### config.mk
export PLATFORM = sky130hd
export DESIGN_NAME = bank_readout_scheduler
export DESIGN_NICKNAME = d
export VERILOG_FILES = /design/src/rtl/bank_readout_scheduler.sv
export SDC_FILE = /design/constraint.sdc
export NUM_CORES = 1
export LEC_CHECK = 0
export BUFFER_PORTS_ARGS = -buffer_cell sky130_fd_sc_hd__buf_2
export CORE_MARGIN = 4
export CORE_UTILIZATION = 54
export CTS_CLUSTER_SIZE = 30
export DETAILED_ROUTE_END_ITERATION = 6
export PLACE_DENSITY = 0.84
export SLEW_MARGIN = 0
export SYNTH_ARGS = -nofsm -noshare
export SYNTH_HDL_FRONTEND = slang
export SYNTH_SLANG_ARGS = --single-unit
### constraint.sdc
create_clock -name clk -period 4.2 [get_ports clk]
set_clock_uncertainty 0.15 [all_clocks]
set_input_delay 1.05 -clock clk [delete_from_list [all_inputs] [get_ports clk]]
set_output_delay 1.05 -clock clk [all_outputs]
set_load 0.01 [all_outputs]
### src/rtl/bank_readout_scheduler.sv
// Ping-pong bank scheduler: fills two sample banks alternately and walks the
// serial sender through each full bank in fill order before releasing it.
module bank_readout_scheduler #(
   parameter int unsigned ADDR_W = 4
) (
   input  logic              clk,
   input  logic              rst_n,
   input  logic              wr_valid,
   output logic              wr_ready,
   output logic              wr_en,
   output logic [ADDR_W-1:0] wr_addr,
   output logic              write_bank,
   output logic              memorization_completed,
   output logic              overrun,
   output logic              read_bank,
   output logic [ADDR_W-1:0] rd_addr,
   output logic              tx_start,
   input  logic              tx_busy,
   input  logic              tx_done,
   output logic              sending_pending,
   output logic              sending_started,
   output logic [2:0]        state_reg_FSM
);

   localparam int unsigned DEPTH = 1 << ADDR_W;
   localparam logic [ADDR_W-1:0] LAST_ADDR = ADDR_W'(DEPTH - 1);

   typedef enum logic [2:0] {
      IDLE    = 3'd0,
      START   = 3'd1,
      WAIT    = 3'd2,
      RELEASE = 3'd3
   } state_t;

   state_t     state;
   logic [1:0] full;
   logic [1:0] set_mask;
   logic [1:0] clr_mask;
   logic       fill;
   logic       release_now;

   assign wr_ready               = ~full[write_bank];
   assign wr_en                  = wr_valid & wr_ready;
   assign fill                   = wr_en & (wr_addr == LAST_ADDR);
   assign memorization_completed = fill;
   assign release_now            = (state == RELEASE);

   // Status decoded straight from registered state, no input paths.
   assign tx_start        = (state == START);
   assign sending_started = (state == START) | (state == WAIT);
   assign sending_pending = (state == IDLE) & full[read_bank];
   assign state_reg_FSM   = 3'(state);

   // Fill and release always touch different bits, so both may land together.
   always_comb begin
      set_mask = 2'b00;
      clr_mask = 2'b00;
      if (fill)        set_mask[write_bank] = 1'b1;
      if (release_now) clr_mask[read_bank]  = 1'b1;
   end

   // Write side: address counter, bank flags, bank select and overrun.
   always_ff @(posedge clk or negedge rst_n) begin
      if (!rst_n) begin
         wr_addr    <= '0;
         write_bank <= 1'b0;
         full       <= 2'b00;
         overrun    <= 1'b0;
      end else begin
         full <= (full | set_mask) & ~clr_mask;
         if (wr_en)
            wr_addr <= wr_addr + ADDR_W'(1);
         // A stalled writer re-evaluates against the registered flags each edge.
         if ((fill | full[write_bank]) & ~full[~write_bank])
            write_bank <= ~write_bank;
         if (wr_valid & ~wr_ready)
            overrun <= 1'b1;
      end
   end

   // Reader FSM: one START per word, RELEASE frees the bank and flips the select.
   always_ff @(posedge clk or negedge rst_n) begin
      if (!rst_n) begin
         state     <= IDLE;
         rd_addr   <= '0;
         read_bank <= 1'b0;
      end else begin
         case (state)
            IDLE: begin
               if (full[read_bank] & ~tx_busy)
                  state <= START;
            end
            START: begin
               state <= WAIT;
            end
            WAIT: begin
               if (tx_done) begin
                  if (rd_addr == LAST_ADDR) begin
                     state <= RELEASE;
                  end else begin
                     rd_addr <= rd_addr + ADDR_W'(1);
                     state   <= START;
                  end
               end
            end
            RELEASE: begin
               read_bank <= ~read_bank;
               rd_addr   <= '0;
               state     <= IDLE;
            end
            default: begin
               state <= IDLE;
            end
         endcase
      end
   end

endmodule

==> run_results.csv <==
group,metric,value,unit
status,outcome,"completed",
timing,slew_viol_final,0,
timing,rsz0062_at_grt,"no",
finish,drive_above_1_share,0.2991,
clock_network,numCtsBuffers,3,
synth,synthArstFlopShare,1.000,
placed_design,place_hpwl,1369,µm
clock_network,clock_sinks,15,
finish,nFillCells,127,
die,fp.dieH,48.73,µm
setup_path,critPathKind,"in2out",
synth,synthCells,84,
power,p_per_area,764.6,nW/µm²
detailed_routing,drt_wl_total,1742,µm
die,core-area,1541,µm²
finish,final_util,0.6721,
power,p_leak,0.5213,nW
grt,grt_max_degree,16,
setup_path,cp-start-kind,"input pin",
power,ir_drop,0.4506,mV
setup_path,cp.required,3.00,ns
clock_network,clkLatencyLatePin,0.28,ns
clock_network,postCtsSetupRepairBufs,0,
setup_path,crit_family,"buffers and inverters",
synth,syn_avg_cell_area,10.66,µm²
grt,grtUsageTotal,0.1527,
die,initial_core_util,0.5812,
timing,finalHoldViolations,0,
timing,setup_viol,0,
detailed_routing,dr.first_iter.drc_count,6,
synth,synth_top_cell_area_share,0.4190,
setup_path,end_kind,"output pin",
detailed_routing,wl_met1,766,µm
grt,grt_pass1_vias,671,
grt,grt_first_pass_wirelength,2960,µm
finish,nets,119,
detailed_routing,ant_nets,0,
die,row_count,14,
synth,synth.area.top_cells,"dfrtp_1 (42%), ha_1 (8.4%), mux2i_1 (4.5%), xnor2_1 (3.9%), nor2b_1 (3.5%)",
setup_path,critPathBufInv,2,
detailed_routing,drtPass1Iterations,4,
synth,post-synth-top-area-cell,"dfrtp_1",
detailed_routing,met2WireLength,843,µm
synth,synth_seq_area_share,0.4190,
die,die_area,2375,µm²
setup_path,crit_top_cell,"buf_2",
clock_network,path_clk_slew,0.09,ns
synth,synth_flop_cell,"dfrtp_1",
flow_run,drv_cap,0,
setup_path,slowest_delay,0.17,ns
timing,period_share,0.6431,
clock_network,cts_tree,"built",
min_path,hold_class,"reg2reg",
placed_design,io_buffers,23,
timing,setup_tns,0,ns
finish,syn2layout_area_growth,15.64,%
detailed_routing,vias,708,
grt,overflow,0,
setup_path,critPathArrivalTime,1.50,ns
die,io_pins,25,
timing,worst_slack,1.499,ns
die,fp.dieW,48.73,µm
setup_path,cp_max_fo,8,
synth,ys_warn_count,0,
setup_path,path_cells,"buf_2 -> and3_1 -> buf_2",
placed_design,gp_congestion,0.7348,
clock_network,postCtsHoldBufs,0,
clock_network,ctsResizeCount,0,
finish,antenna_cells,0,
detailed_routing,wire_per_inst,14.16,µm
synth,ys_types,34,
clock_network,root_buffer,"clkbuf_4",
setup_path,slowest_stage,"buf_2",
clock_network,clockBufferDepth,2,
synth,synthesis.nets,95,
synth,synth_seq_cells,15,
clock_network,cts_htree_levels,1,
detailed_routing,highest_layer,"met4",
timing,max_clock_freq,370.2,MHz
placed_design,post-place-ws,1.498,ns
synth,synth_area,895.9,µm²
detailed_routing,drc,0,
timing,fin_crit,2.701,ns
detailed_routing,met3_length,93,µm
grt,antenna_found_initial,0,
synth,synth-edff-count,0,
detailed_routing,vias_per_cell,5.756,
-- report_power, final --
group | internal [mW] | total, mW | switching, mW
registers | 0.210 | 0.298 | 0.0879
clock network | 0.0369 | 0.0836 | 0.0467
logic | 0.203 | 0.410 | 0.207
total | 0.450 | 0.792 | 0.342
-- flip-flops by register name (all words and copies together), names as in the netlist --
signal and cells:
rd_addr 4, wr_addr 4, read_bank 1, overrun 1, full 2, state_reg_FSM 2, write_bank 1
-- cells by family (layout without fill, tap and decap cells) --
group / Yosys count / count (layout) / synth area share
AO/OA/AOI/OAI: 18 / 18 / 0.1564
buffers and inverters: 12 / 35 / 0.05725
XOR/XNOR: 5 / 5 / 0.04888
multiplexers: 7 / 7 / 0.09916
adder cells (fa/ha/maj): 6 / 6 / 0.08380
AND/OR/NAND/NOR: 20 / 20 / 0.1313
flip-flops: 15 / 15 / 0.4190
other: 1 / 1 / 0.004186
-- cells in the final DEF, fill, tap and decap left out, drive strengths merged, types with 2 or more instances in the layout --
| master | n |
|---|---|
| nand2 | 4 |
| xnor2 | 4 |
| a31oi | 3 |
| inv | 8 |
| nand3 | 4 |
| and3 | 3 |
| mux2i | 5 |
| clkbuf | 4 |
| dfrtp | 15 |
| a21oi | 2 |
| buf | 23 |
| nor2b | 5 |
| ha | 6 |
| mux2 | 2 |
| o2bb2ai | 3 |
| nand4 | 3 |
-- per-layer routing --
metal	vias to the layer above	track usage
li1	345	-
met1	335	0.1965
met2	22	0.2522
met3	6	0.03067
met4	0	0.05381
met5	-	0
-- worst register-to-register path, cell delays in order, from the launching register on --
cell     delay (ns)
dfrtp_1        0.42
inv_1          0.13
ha_1           0.39
nand4_1        0.14
mux2_2         0.28
mux2i_1        0.13
-- layout make-up --
cell class              instances  area (µm²)  area share
repair buffers                 23       115.1      0.1111
flip-flops and latches         15       375.4      0.3623
inverters                       8       30.03     0.02899
multi-input cells              57       469.2      0.4529
well taps                      16       20.02     0.01932
clock buffers                   4       26.28     0.02536
-- synthesized netlist by cell type (2+ instances only) --
master     count
nand3_1        4
o2bb2ai_1      3
dfrtp_1       15
inv_1          8
a21oi_1        2
nand4_1        3
nor2b_1        5
a31oi_1        3
nand2_1        3
and3_1         3
mux2i_1        4
ha_1           6
xnor2_1        4
-- metrics by stage --
stage	cells	hold slack (ns)	area, µm²	power (mW)
2_1_floorplan	84	0.3598	895.9	0.5794
3_3_place_gp	119	0.3139	1010	0.6922
3_5_place_dp	119	0.3073	1010	0.7161
4_1_cts	123	0.3419	1036	0.7993
5_1_grt	123	0.3806	1036	0.8543
6_report	123	0.3414	1036	0.7921
-- path summary, 6_finish.rpt --
path / startpoint / endpoint / slack [ns] / depth (start not counted)
min reg2reg: overrun / overrun / 0.34 / 1
max reg2reg: state_reg_FSM[0] / state_reg_FSM[1] / 2.48 / 5
min in group asynchronous: rst_n / write_bank / 0.50 / 1
max in group asynchronous: rst_n / full[1] / 3.15 / 1
max: wr_valid / memorization_completed / 1.50 / 3
min: overrun / overrun / 0.34 / 1
Note: power is estimated with default switching activity, not from simulation.
